**src/rtl/ysyx_24080006_axi_rd_arbiter_if.sv**
```systemverilog
// Read-channel bundle between NUM_M upstream read masters, the arbiter and
// the shared downstream AXI read port. The arbiter takes the slave modport;
// the environment (masters + downstream port) takes the master modport.
interface ysyx_24080006_axi_rd_arbiter_if #(
  parameter int NUM_M  = 2,
  parameter int ADDR_W = 32,
  parameter int DATA_W = 32,
  parameter int ID_W   = 4
);
  // upstream AR, flattened per master (master i at [i*W +: W])
  logic [NUM_M-1:0]        m_arvalid;
  logic [NUM_M*ADDR_W-1:0] m_araddr;
  logic [NUM_M*ID_W-1:0]   m_arid;
  logic [NUM_M*8-1:0]      m_arlen;
  logic [NUM_M*3-1:0]      m_arsize;
  logic [NUM_M*2-1:0]      m_arburst;
  logic [NUM_M-1:0]        m_arready;
  // upstream R, payload shared and qualified by m_rvalid[i]
  logic [NUM_M-1:0]        m_rvalid;
  logic [DATA_W-1:0]       m_rdata;
  logic [1:0]              m_rresp;
  logic                    m_rlast;
  logic [ID_W-1:0]         m_rid;
  logic [NUM_M-1:0]        m_rready;
  // downstream AR
  logic                    s_arvalid;
  logic [ADDR_W-1:0]       s_araddr;
  logic [ID_W-1:0]         s_arid;
  logic [7:0]              s_arlen;
  logic [2:0]              s_arsize;
  logic [1:0]              s_arburst;
  logic                    s_arready;
  // downstream R
  logic                    s_rvalid;
  logic [DATA_W-1:0]       s_rdata;
  logic [1:0]              s_rresp;
  logic                    s_rlast;
  logic [ID_W-1:0]         s_rid;
  logic                    s_rready;

  modport slave (
    input  m_arvalid, m_araddr, m_arid, m_arlen, m_arsize, m_arburst, m_rready,
           s_arready, s_rvalid, s_rdata, s_rresp, s_rlast, s_rid,
    output m_arready, m_rvalid, m_rdata, m_rresp, m_rlast, m_rid,
           s_arvalid, s_araddr, s_arid, s_arlen, s_arsize, s_arburst, s_rready
  );

  modport master (
    output m_arvalid, m_araddr, m_arid, m_arlen, m_arsize, m_arburst, m_rready,
           s_arready, s_rvalid, s_rdata, s_rresp, s_rlast, s_rid,
    input  m_arready, m_rvalid, m_rdata, m_rresp, m_rlast, m_rid,
           s_arvalid, s_araddr, s_arid, s_arlen, s_arsize, s_arburst, s_rready
  );
endinterface

```
**src/rtl/ysyx_24080006_axi_rd_arbiter.sv**
```systemverilog
// N-master AXI4 read arbiter: one transaction in flight, bursts supported.
// IDLE picks a winner and pulses its arready while latching its AR fields,
// AR replays them downstream, R forwards beats until rlast.
// Optional macro YSYX_24080006_ARB_RR_EN: round-robin arbitration starting
// at a pointer that advances past each completed grant. Without it, fixed
// priority (master 0 highest) and no pointer register.
module ysyx_24080006_axi_rd_arbiter #(
  parameter int NUM_M  = 2,
  parameter int ADDR_W = 32,
  parameter int DATA_W = 32,
  parameter int ID_W   = 4,
  localparam int IDX_W = (NUM_M > 1) ? $clog2(NUM_M) : 1
) (
  input  logic                         clock,
  input  logic                         reset,
  ysyx_24080006_axi_rd_arbiter_if.slave bus,
  output logic                         busy,
  output logic [IDX_W-1:0]             gnt_idx
);

  localparam logic [1:0] IDLE = 2'd0;
  localparam logic [1:0] AR   = 2'd1;
  localparam logic [1:0] R    = 2'd2;

  logic [1:0]        state;
  logic [IDX_W-1:0]  win;
  logic              found;
  logic              r_done;
  logic [ADDR_W-1:0] ar_addr;
  logic [ID_W-1:0]   ar_id;
  logic [7:0]        ar_len;
  logic [2:0]        ar_size;
  logic [1:0]        ar_burst;

  assign r_done = (state == R) & bus.s_rvalid & bus.s_rready & bus.s_rlast;

`ifdef YSYX_24080006_ARB_RR_EN
  logic [IDX_W-1:0] ptr;
  logic [IDX_W-1:0] nxt_idx;
  int               rr_idx;

  assign nxt_idx = (int'(gnt_idx) == NUM_M - 1) ? '0 : gnt_idx + 1'b1;

  // round-robin search: first requester at ptr, ptr+1, ... modulo NUM_M
  always_comb begin
    win    = '0;
    found  = 1'b0;
    rr_idx = 0;
    for (int k = 0; k < NUM_M; k++) begin
      rr_idx = int'(ptr) + k;
      if (rr_idx >= NUM_M) rr_idx = rr_idx - NUM_M;
      if (!found && bus.m_arvalid[rr_idx]) begin
        win   = IDX_W'(rr_idx);
        found = 1'b1;
      end
    end
  end

  // pointer moves just past the master whose burst has completed
  always_ff @(posedge clock or posedge reset) begin
    if (reset)       ptr <= '0;
    else if (r_done) ptr <= nxt_idx;
  end
`else
  // fixed priority: lowest requesting index wins
  always_comb begin
    win   = '0;
    found = 1'b0;
    for (int k = 0; k < NUM_M; k++) begin
      if (!found && bus.m_arvalid[k]) begin
        win   = IDX_W'(k);
        found = 1'b1;
      end
    end
  end
`endif

  // transaction FSM; AR fields and winner are captured on the grant cycle
  always_ff @(posedge clock or posedge reset) begin
    if (reset) begin
      state    <= IDLE;
      gnt_idx  <= '0;
      ar_addr  <= '0;
      ar_id    <= '0;
      ar_len   <= '0;
      ar_size  <= '0;
      ar_burst <= '0;
    end else begin
      case (state)
        IDLE: if (found) begin
          state    <= AR;
          gnt_idx  <= win;
          ar_addr  <= bus.m_araddr[int'(win)*ADDR_W +: ADDR_W];
          ar_id    <= bus.m_arid[int'(win)*ID_W +: ID_W];
          ar_len   <= bus.m_arlen[int'(win)*8 +: 8];
          ar_size  <= bus.m_arsize[int'(win)*3 +: 3];
          ar_burst <= bus.m_arburst[int'(win)*2 +: 2];
        end
        AR:      if (bus.s_arready) state <= R;
        R:       if (r_done) state <= IDLE;
        default: state <= IDLE;
      endcase
    end
  end

  // per-master handshakes: only the winner/grantee ever sees a high bit;
  // arready is also masked by reset so nothing is accepted while held
  always_comb begin
    bus.m_arready = '0;
    bus.m_rvalid  = '0;
    if (state == IDLE && found && !reset) bus.m_arready[win] = 1'b1;
    if (state == R) bus.m_rvalid[gnt_idx] = bus.s_rvalid;
  end

  assign bus.s_arvalid = (state == AR);
  assign bus.s_araddr  = ar_addr;
  assign bus.s_arid    = ar_id;
  assign bus.s_arlen   = ar_len;
  assign bus.s_arsize  = ar_size;
  assign bus.s_arburst = ar_burst;

  // R payload passes straight through in R; zero otherwise so stray beats
  // outside a transaction never reach the masters
  assign bus.s_rready  = (state == R) & bus.m_rready[gnt_idx];
  assign bus.m_rdata   = (state == R) ? bus.s_rdata : '0;
  assign bus.m_rresp   = (state == R) ? bus.s_rresp : '0;
  assign bus.m_rlast   = (state == R) ? bus.s_rlast : 1'b0;
  assign bus.m_rid     = (state == R) ? bus.s_rid   : '0;

  assign busy = (state != IDLE);

endmodule

```
**src/flat_wrapper.sv**
```systemverilog
// flat-port wrapper written by rule: the top's interface ports become plain ports
module ysyx_24080006_axi_rd_arbiter_flat 
#(
  parameter int NUM_M  = 2,
  parameter int ADDR_W = 32,
  parameter int DATA_W = 32,
  parameter int ID_W   = 4,
  localparam int IDX_W = (NUM_M > 1) ? $clog2(NUM_M) : 1
)
  (clock, reset, busy, gnt_idx, bus_m_arvalid, bus_m_araddr, bus_m_arid, bus_m_arlen, bus_m_arsize, bus_m_arburst, bus_m_rready, bus_s_arready, bus_s_rvalid, bus_s_rdata, bus_s_rresp, bus_s_rlast, bus_s_rid, bus_m_arready, bus_m_rvalid, bus_m_rdata, bus_m_rresp, bus_m_rlast, bus_m_rid, bus_s_arvalid, bus_s_araddr, bus_s_arid, bus_s_arlen, bus_s_arsize, bus_s_arburst, bus_s_rready);
  ysyx_24080006_axi_rd_arbiter_if #(.NUM_M(NUM_M), .ADDR_W(ADDR_W), .DATA_W(DATA_W), .ID_W(ID_W)) bus_i ();
  input  logic clock;
  input  logic reset;
  output logic busy;
  output logic [IDX_W-1:0] gnt_idx;
  input wire logic [$bits(bus_i.m_arvalid)-1:0] bus_m_arvalid;
  input wire logic [$bits(bus_i.m_araddr)-1:0] bus_m_araddr;
  input wire logic [$bits(bus_i.m_arid)-1:0] bus_m_arid;
  input wire logic [$bits(bus_i.m_arlen)-1:0] bus_m_arlen;
  input wire logic [$bits(bus_i.m_arsize)-1:0] bus_m_arsize;
  input wire logic [$bits(bus_i.m_arburst)-1:0] bus_m_arburst;
  input wire logic [$bits(bus_i.m_rready)-1:0] bus_m_rready;
  input wire logic [$bits(bus_i.s_arready)-1:0] bus_s_arready;
  input wire logic [$bits(bus_i.s_rvalid)-1:0] bus_s_rvalid;
  input wire logic [$bits(bus_i.s_rdata)-1:0] bus_s_rdata;
  input wire logic [$bits(bus_i.s_rresp)-1:0] bus_s_rresp;
  input wire logic [$bits(bus_i.s_rlast)-1:0] bus_s_rlast;
  input wire logic [$bits(bus_i.s_rid)-1:0] bus_s_rid;
  output wire logic [$bits(bus_i.m_arready)-1:0] bus_m_arready;
  output wire logic [$bits(bus_i.m_rvalid)-1:0] bus_m_rvalid;
  output wire logic [$bits(bus_i.m_rdata)-1:0] bus_m_rdata;
  output wire logic [$bits(bus_i.m_rresp)-1:0] bus_m_rresp;
  output wire logic [$bits(bus_i.m_rlast)-1:0] bus_m_rlast;
  output wire logic [$bits(bus_i.m_rid)-1:0] bus_m_rid;
  output wire logic [$bits(bus_i.s_arvalid)-1:0] bus_s_arvalid;
  output wire logic [$bits(bus_i.s_araddr)-1:0] bus_s_araddr;
  output wire logic [$bits(bus_i.s_arid)-1:0] bus_s_arid;
  output wire logic [$bits(bus_i.s_arlen)-1:0] bus_s_arlen;
  output wire logic [$bits(bus_i.s_arsize)-1:0] bus_s_arsize;
  output wire logic [$bits(bus_i.s_arburst)-1:0] bus_s_arburst;
  output wire logic [$bits(bus_i.s_rready)-1:0] bus_s_rready;
  assign bus_i.m_arvalid = bus_m_arvalid;
  assign bus_i.m_araddr = bus_m_araddr;
  assign bus_i.m_arid = bus_m_arid;
  assign bus_i.m_arlen = bus_m_arlen;
  assign bus_i.m_arsize = bus_m_arsize;
  assign bus_i.m_arburst = bus_m_arburst;
  assign bus_i.m_rready = bus_m_rready;
  assign bus_i.s_arready = bus_s_arready;
  assign bus_i.s_rvalid = bus_s_rvalid;
  assign bus_i.s_rdata = bus_s_rdata;
  assign bus_i.s_rresp = bus_s_rresp;
  assign bus_i.s_rlast = bus_s_rlast;
  assign bus_i.s_rid = bus_s_rid;
  assign bus_m_arready = bus_i.m_arready;
  assign bus_m_rvalid = bus_i.m_rvalid;
  assign bus_m_rdata = bus_i.m_rdata;
  assign bus_m_rresp = bus_i.m_rresp;
  assign bus_m_rlast = bus_i.m_rlast;
  assign bus_m_rid = bus_i.m_rid;
  assign bus_s_arvalid = bus_i.s_arvalid;
  assign bus_s_araddr = bus_i.s_araddr;
  assign bus_s_arid = bus_i.s_arid;
  assign bus_s_arlen = bus_i.s_arlen;
  assign bus_s_arsize = bus_i.s_arsize;
  assign bus_s_arburst = bus_i.s_arburst;
  assign bus_s_rready = bus_i.s_rready;
  ysyx_24080006_axi_rd_arbiter #(.NUM_M(NUM_M), .ADDR_W(ADDR_W), .DATA_W(DATA_W), .ID_W(ID_W)) u_core (.clock(clock), .reset(reset), .bus(bus_i), .busy(busy), .gnt_idx(gnt_idx));
endmodule
```
**config.mk**
```make
export PLATFORM = sky130hd
export DESIGN_NAME = ysyx_24080006_axi_rd_arbiter_flat
export DESIGN_NICKNAME = d
export VERILOG_FILES = /design/src/rtl/ysyx_24080006_axi_rd_arbiter_if.sv /design/src/rtl/ysyx_24080006_axi_rd_arbiter.sv /design/src/flat_wrapper.sv
export SDC_FILE = /design/constraint.sdc
export NUM_CORES = 1
export LEC_CHECK = 0
export ABC_AREA = 1
export CAP_MARGIN = 30
export CORE_ASPECT_RATIO = 1.1
export CORE_MARGIN = 3
export CORE_UTILIZATION = 33
export CTS_CLUSTER_SIZE = 20
export DETAILED_ROUTE_END_ITERATION = 10
export PLACE_DENSITY = 0.84
export SLEW_MARGIN = 40
export SYNTH_ARGS = -nofsm -noshare
export SYNTH_HDL_FRONTEND = slang
export SYNTH_SLANG_ARGS = --single-unit
```
**constraint.sdc**
```tcl
create_clock -name clock -period 2.23 [get_ports clock]
set_input_delay 0.669 -clock clock [delete_from_list [all_inputs] [get_ports clock]]
set_output_delay 0.669 -clock clock [all_outputs]
set_load 0.005 [all_outputs]
```
# ---- After elaboration in Yosys (flattened, before gate mapping)
# Cells that the tools add are included.
# W data, S select, Z words.
dict set report totals {
  inputBits 145
  elab_cells 57
  rom_bits 0
  ramBits 0
  ff_bits 52
  n_memories 0
  output_inout_bits 96
  latchBits 0
}
dict set report op_classes {
  order_cmp 4
  shift 5
  mul 1
  add_sub_neg 0
  bitwise 5
  div_mod_pow 0
  n_eq_ne 5
  mux 19
  reduce_logical 11
}
# operator count
set op_table {}
lappend op_table {{$shiftx A64 B7 Y32} 1}
lappend op_table {{$mux W32} 1}
lappend op_table {{$shiftx A6 B32 Y3} 1}
lappend op_table {{$shiftx A16 B5 Y8} 1}
lappend op_table {{$mux W2} 6}
lappend op_table {{$mux W1} 8}
lappend op_table {{$shiftx A8 B4 Y4} 1}
lappend op_table {{$pmux W2 S3} 1}
lappend op_table {{$logic_and A1 B1 Y1} 5}
lappend op_table {{$and A1 B1 Y1} 4}
lappend op_table {{$lt A1 B2 Y1 const B} 2}
lappend op_table {{$mux W4} 1}
lappend op_table {{$ne A2 B1 Y1 const B} 2}
lappend op_table {{$shiftx A4 B3 Y2} 1}
lappend op_table {{$mul A1 B2 Y3 const B} 1}
lappend op_table {{$reduce_and A3 Y1} 1}
lappend op_table {{$and A2 B2 Y2} 1}
lappend op_table {{$demux W1 S1} 2}
lappend op_table {{$eq A2 B1 Y1 const B} 1}
lappend op_table {{$eq A2 B2 Y1 const B} 1}
lappend op_table {{$ge A1 B1 Y1 const B} 2}
lappend op_table {{$logic_not A1 Y1} 2}
lappend op_table {{$logic_not A2 Y1} 1}
lappend op_table {{$ne A2 B2 Y1 const B} 1}
lappend op_table {{other kinds (2)} 2}

# ---- Depth between registers and ports, before layout
dict set report depth {
  depth_word 9
  depth_mapped 8
  depth_no_buf 7
}

# ---- Least setup slack after synthesis
# No wires, ideal clock.
dict set report synth_path {
  kind {input port to output port}
  start {input port bus_m_arvalid[0]}
  end {output port bus_m_arready[1]}
  setup_slack_ns 0.353
  cell_stages 6
  t_arrival_ns 1.208
  t_required_ns 1.561
  n_path_buf 1
  path_cell_list {inv_1 -> nand2_2 -> inv_2 -> buf_2 -> nand2_1 -> nor2_1}
}
dict set report synth_between {
  elab_chain_cells 9
  elab_cells_between_ends 13
  classes_between {order compare: 2; mux: 6; reduce/logical: 5}
}
# element line_no
set synth_rtl {}
lappend synth_rtl {{start: declaration} flat_wrapper.sv:16} ;# input wire logic [$bits(bus_i.m_arvalid)-1:0] bus_m_arvalid;
lappend synth_rtl {{$mux W1 (*)} ysyx_24080006_axi_rd_arbiter.sv:70} ;# if (!found && bus.m_arvalid[k]) begin
lappend synth_rtl {{$logic_not A1 Y1} ysyx_24080006_axi_rd_arbiter.sv:70}
lappend synth_rtl {{$logic_and A1 B1 Y1} ysyx_24080006_axi_rd_arbiter.sv:70}
lappend synth_rtl {{$mux W1} ysyx_24080006_axi_rd_arbiter.sv:70}
lappend synth_rtl {{$lt A1 B2 Y1 (implied by the code) / $ge A1 B1 Y1 (equally long branches)} ysyx_24080006_axi_rd_arbiter.sv:111} ;# if (state == IDLE && found && !reset) bus.m_arready[win] = 1'b1;
lappend synth_rtl {{$logic_and A1 B1 Y1 (implied by the code)} ysyx_24080006_axi_rd_arbiter.sv:111}
lappend synth_rtl {{$mux W1 (implied by the code)} ysyx_24080006_axi_rd_arbiter.sv:111}
lappend synth_rtl {{$demux W1 S1} --}
lappend synth_rtl {{$mux W2 (*)} ysyx_24080006_axi_rd_arbiter.sv:111}
lappend synth_rtl {{end: declaration} flat_wrapper.sv:29} ;# output wire logic [$bits(bus_i.m_arready)-1:0] bus_m_arready;
# Every way passes the cells marked *; elsewhere a longest branch is shown, timed or not.

# ---- Worst setup path after layout
dict set report layout_path {
  start {input port bus_s_rdata[20]}
  end {output port bus_m_rdata[20]}
}
dict set report layout_between {
  elab_chain_cells 1
}
# element line_no
set layout_rtl {}
lappend layout_rtl {{start: declaration} flat_wrapper.sv:25} ;# input wire logic [$bits(bus_i.s_rdata)-1:0] bus_s_rdata;
lappend layout_rtl {{$mux W32} ysyx_24080006_axi_rd_arbiter.sv:125} ;# assign bus.m_rdata = (state == R) ? bus.s_rdata : '0;
lappend layout_rtl {{end: declaration} flat_wrapper.sv:31} ;# output wire logic [$bits(bus_i.m_rdata)-1:0] bus_m_rdata;
# No other way between the ends.

==> results.md <==
- Critical Path Start Type: input port
- Leakage power: 3.16 nW
- Main combinational cell family by area after synthesis: simple AND/OR/NAND/NOR gates
- DRC violation count after routing: 0
- First-iteration detailed-routing DRC count: 165
- Post-synth EDFFs: 0
- Floorplan core area: 8580 um2
- Final hold violation count: 0
- CTS H-tree depth: 2
- Max Root-Sink Buffers: 2
- Vertical die dimension: 106 um
- Max-slew violation total from the final report: 0
- Detail-routed net length per standard cell: 13.7 um
- Cell type with the largest total area after synthesis: dfrtp_1
- Cell row count: 35
- Max capacitance violation total: 0
- Pin count of the biggest net entering global routing: 50
- Adder-cell area share of the yosys netlist: 0
- Final antenna-violating net count: 0
- Result of the run: completed
- Number of clock buffers inserted by TritonCTS: 5
- Root buffer selected by CTS: clkbuf_8
- Multi-input gate area: 1380 um2
- Power density cells: 938 nW/um2
- DPL Wire Length: 9190 um
- Post-Synthesis Cell Area: 2980 um2
- Placer Congestion: 0.888
- Worst-Margin Slew: 0.502 ns
- Worst hold margin: 0.483 ns
- Synth unique cells: 15
- Setup repair after global routing missed its margin: true
- Post-synthesis simple-gate area fraction: 0.453
- Proportion of layout cells with a drive suffix above 1: 0.0596
- Total number of yosys warnings: 0
- Xor-xnor portion of the synthesized cell area: 0
- Initial antenna violation count: 1
- Number of placed cells counting well taps: 821
- Final count of negative-setup-slack endpoints: 0
- Maximum fanout along the worst path: 1
- Die Width: 96.6 um
- Required time at the endpoint of the critical path: 1.56 ns
- Crit end category: output pin
- TritonCTS clock tree: built
- Worst skew pair latency: 0.29 ns
- Post-Syn Area per Cell: 6.19 um2
- Shortest clock period the worst path allows after layout: 2.21 ns
- Count of mapped cells out of synthesis: 482
- Top FF cell, synth: dfrtp_1
- Final worst-path cycle share: 0.989
- Worst setup skew after layout: 0.00735 ns
- Top-level port count: 241
- Clock-pin slew reported for the worst setup and hold paths after clock tree synthesis: 0.09 ns
- Most frequent cell after synthesis: nand2_1
- Number of fill cells in the layout: 787
- Nets: 866
- Number of vias per cell: 4.50
- Synth async-reset ratio: 1.00
- Sequential area share after synthesis: 0.436
- Ant. Diodes: 0
- Post-route non-filler standard cell count: 833
- Overflow left after global routing: 0
- Critical path type: input port to output pin
- Sinks on Clock Net: 52
- Floorplan die area: 10200 um2
- Number of nets in the synthesized netlist: 627
- Commonest cells post-synth: nand2_1, dfrtp_1, inv_1, nor2_1, buf_2
- Relative slew margins: 0.665
- Synth-to-Final Area Change: 89.1%
- Number of synthesized register bits: 52
- Achievable clock frequency: 0.453 GHz
- Overall routed net length: 11500 um
- Cell types with the largest area share after synthesis: dfrtp_1, nand2_1, inv_1, nor2_1, buf_2
- Number of global-route vias before repair: 3705
- Multiplexer share of the synthesized area: 0
- Initial core utilization: 0.347
- I/O Buffers: 240
- Wire length of the first global-routing pass: 18200 um
- Vias: 3745
- Area used by sequential logic in the layout: 1300 um2
- Highest ir drop seen on vdd: 0.000559 V
- Compound-Gate Fraction of Synth Area: 0.00420
- Arr. time, crit path: 1.54 ns
- Top-area cell type share of the netlist area: 0.436
- Detailed-router iteration count before antenna repair: 4
- Overall routing resource usage: 0.216
- Class of the tightest hold or removal check: flip-flop to flip-flop
-- critical path, cell delays in order --
cell             delay [ns]
clkdlybuf4s50_1        0.47
inv_1                  0.05
nor2_1                 0.10
dlygate4sd2_1          0.24
-- timing repair --
| action | 4_1_cts | 5_1_grt |
|---|---|---|
| hold buffers | 0 | 0 |
| setup endpoints to repair | 44 | 24 |
| pin swaps | 2 | 1 |
| gates cloned | 1 | 0 |
| gates resized for setup | 65 | 9 |
| buffers inserted | 2 | 1 |
| endpoints found under the hold margin | 0 | 0 |
-- cells in the final DEF, fill, tap and decap left out --
cell type / count
inv_4: 1
nand3_1: 2
clkdlybuf4s15_2: 1
buf_4: 12
bufinv_16: 1
clkdlybuf4s50_1: 191
nor2_2: 1
inv_8: 1
o21ai_0: 1
inv_1: 45
dlymetal6s2s_1: 3
nor2_4: 2
buf_2: 4
nand2_1: 302
clkdlybuf4s15_1: 2
nand2_2: 1
dlygate4sd2_1: 38
dfrtp_1: 52
nor2_1: 42
buf_12: 3
nor3_2: 3
o31ai_1: 1
inv_2: 5
clkbuf_2: 1
clkbuf_8: 7
-- power by group --
part / switching, W / internal (W)
clock network: 0.000291 / 0.000396
registers: 0.000241 / 0.00139
logic: 0.00136 / 0.00161
total: 0.00189 / 0.00340
-- worst paths after layout --
kind	startpoint	to	slack, ns	cells after the start
worst max-delay path	bus_s_rdata[20]	bus_m_rdata[20]	0.02	4
worst min-delay path	u_core.bus.s_arsize[2]	u_core.bus.s_arsize[2]	0.48	2
worst max register to register	u_core.state[0]	u_core.bus.s_araddr[23]	0.77	8
worst min register to register	u_core.bus.s_arsize[2]	u_core.bus.s_arsize[2]	0.48	2
max in group asynchronous	reset	u_core.bus.s_araddr[30]	1.05	3
min in group asynchronous	reset	u_core.gnt_idx	0.84	3
-- per-stage QoR --
stage	cell area (um2)	setup slack, ns	setup TNS (ns)	power (W)	utilization
2_1_floorplan	2980	0.303	0	0.00274	-
3_3_place_gp	5530	-0.487	-10.01	0.00459	0.644
3_5_place_dp	5530	-0.471	-10.54	0.00470	0.644
4_1_cts	5630	0.00189	0	0.00536	0.656
5_1_grt	5640	-0.0301	-0.0534	0.00571	0.657
6_report	5640	0.0244	0	0.00529	0.657
-- per-layer routing --
layer	up-vias	GRT usage	wire (um)
met5	-	0	11
met4	2	0.0391	145
met3	16	0.0642	957
met2	166	0.422	6150
met1	1699	0.229	4190
li1	1862	-	-
-- logic make-up after synthesis --
kind of cell / count (synthesis)
buffers and inverters: 75
AOI/OAI and AO/OA: 2
and+or+nand+nor: 353
DFF: 52
-- sequential cells by signal (all words and copies together) (netlist names) --
register,cells
u_core.bus.s_araddr,32
u_core.bus.s_arlen,8
u_core.bus.s_arid,4
u_core.bus.s_arsize,3
u_core.bus.s_arburst,2
u_core.state,2
u_core.gnt_idx,1
-- area by class of cell --
class | instances | area share
timing repair buffer | 255 | 0.441
multi-input combinational | 355 | 0.245
sequential | 52 | 0.231
inverter | 51 | 0.0353
tap | 111 | 0.0246
clock buffer | 7 | 0.0171
clock inverter | 1 | 0.00533
timing repair inverter | 1 | 0.00111
Power figures use the tool's default switching activity.
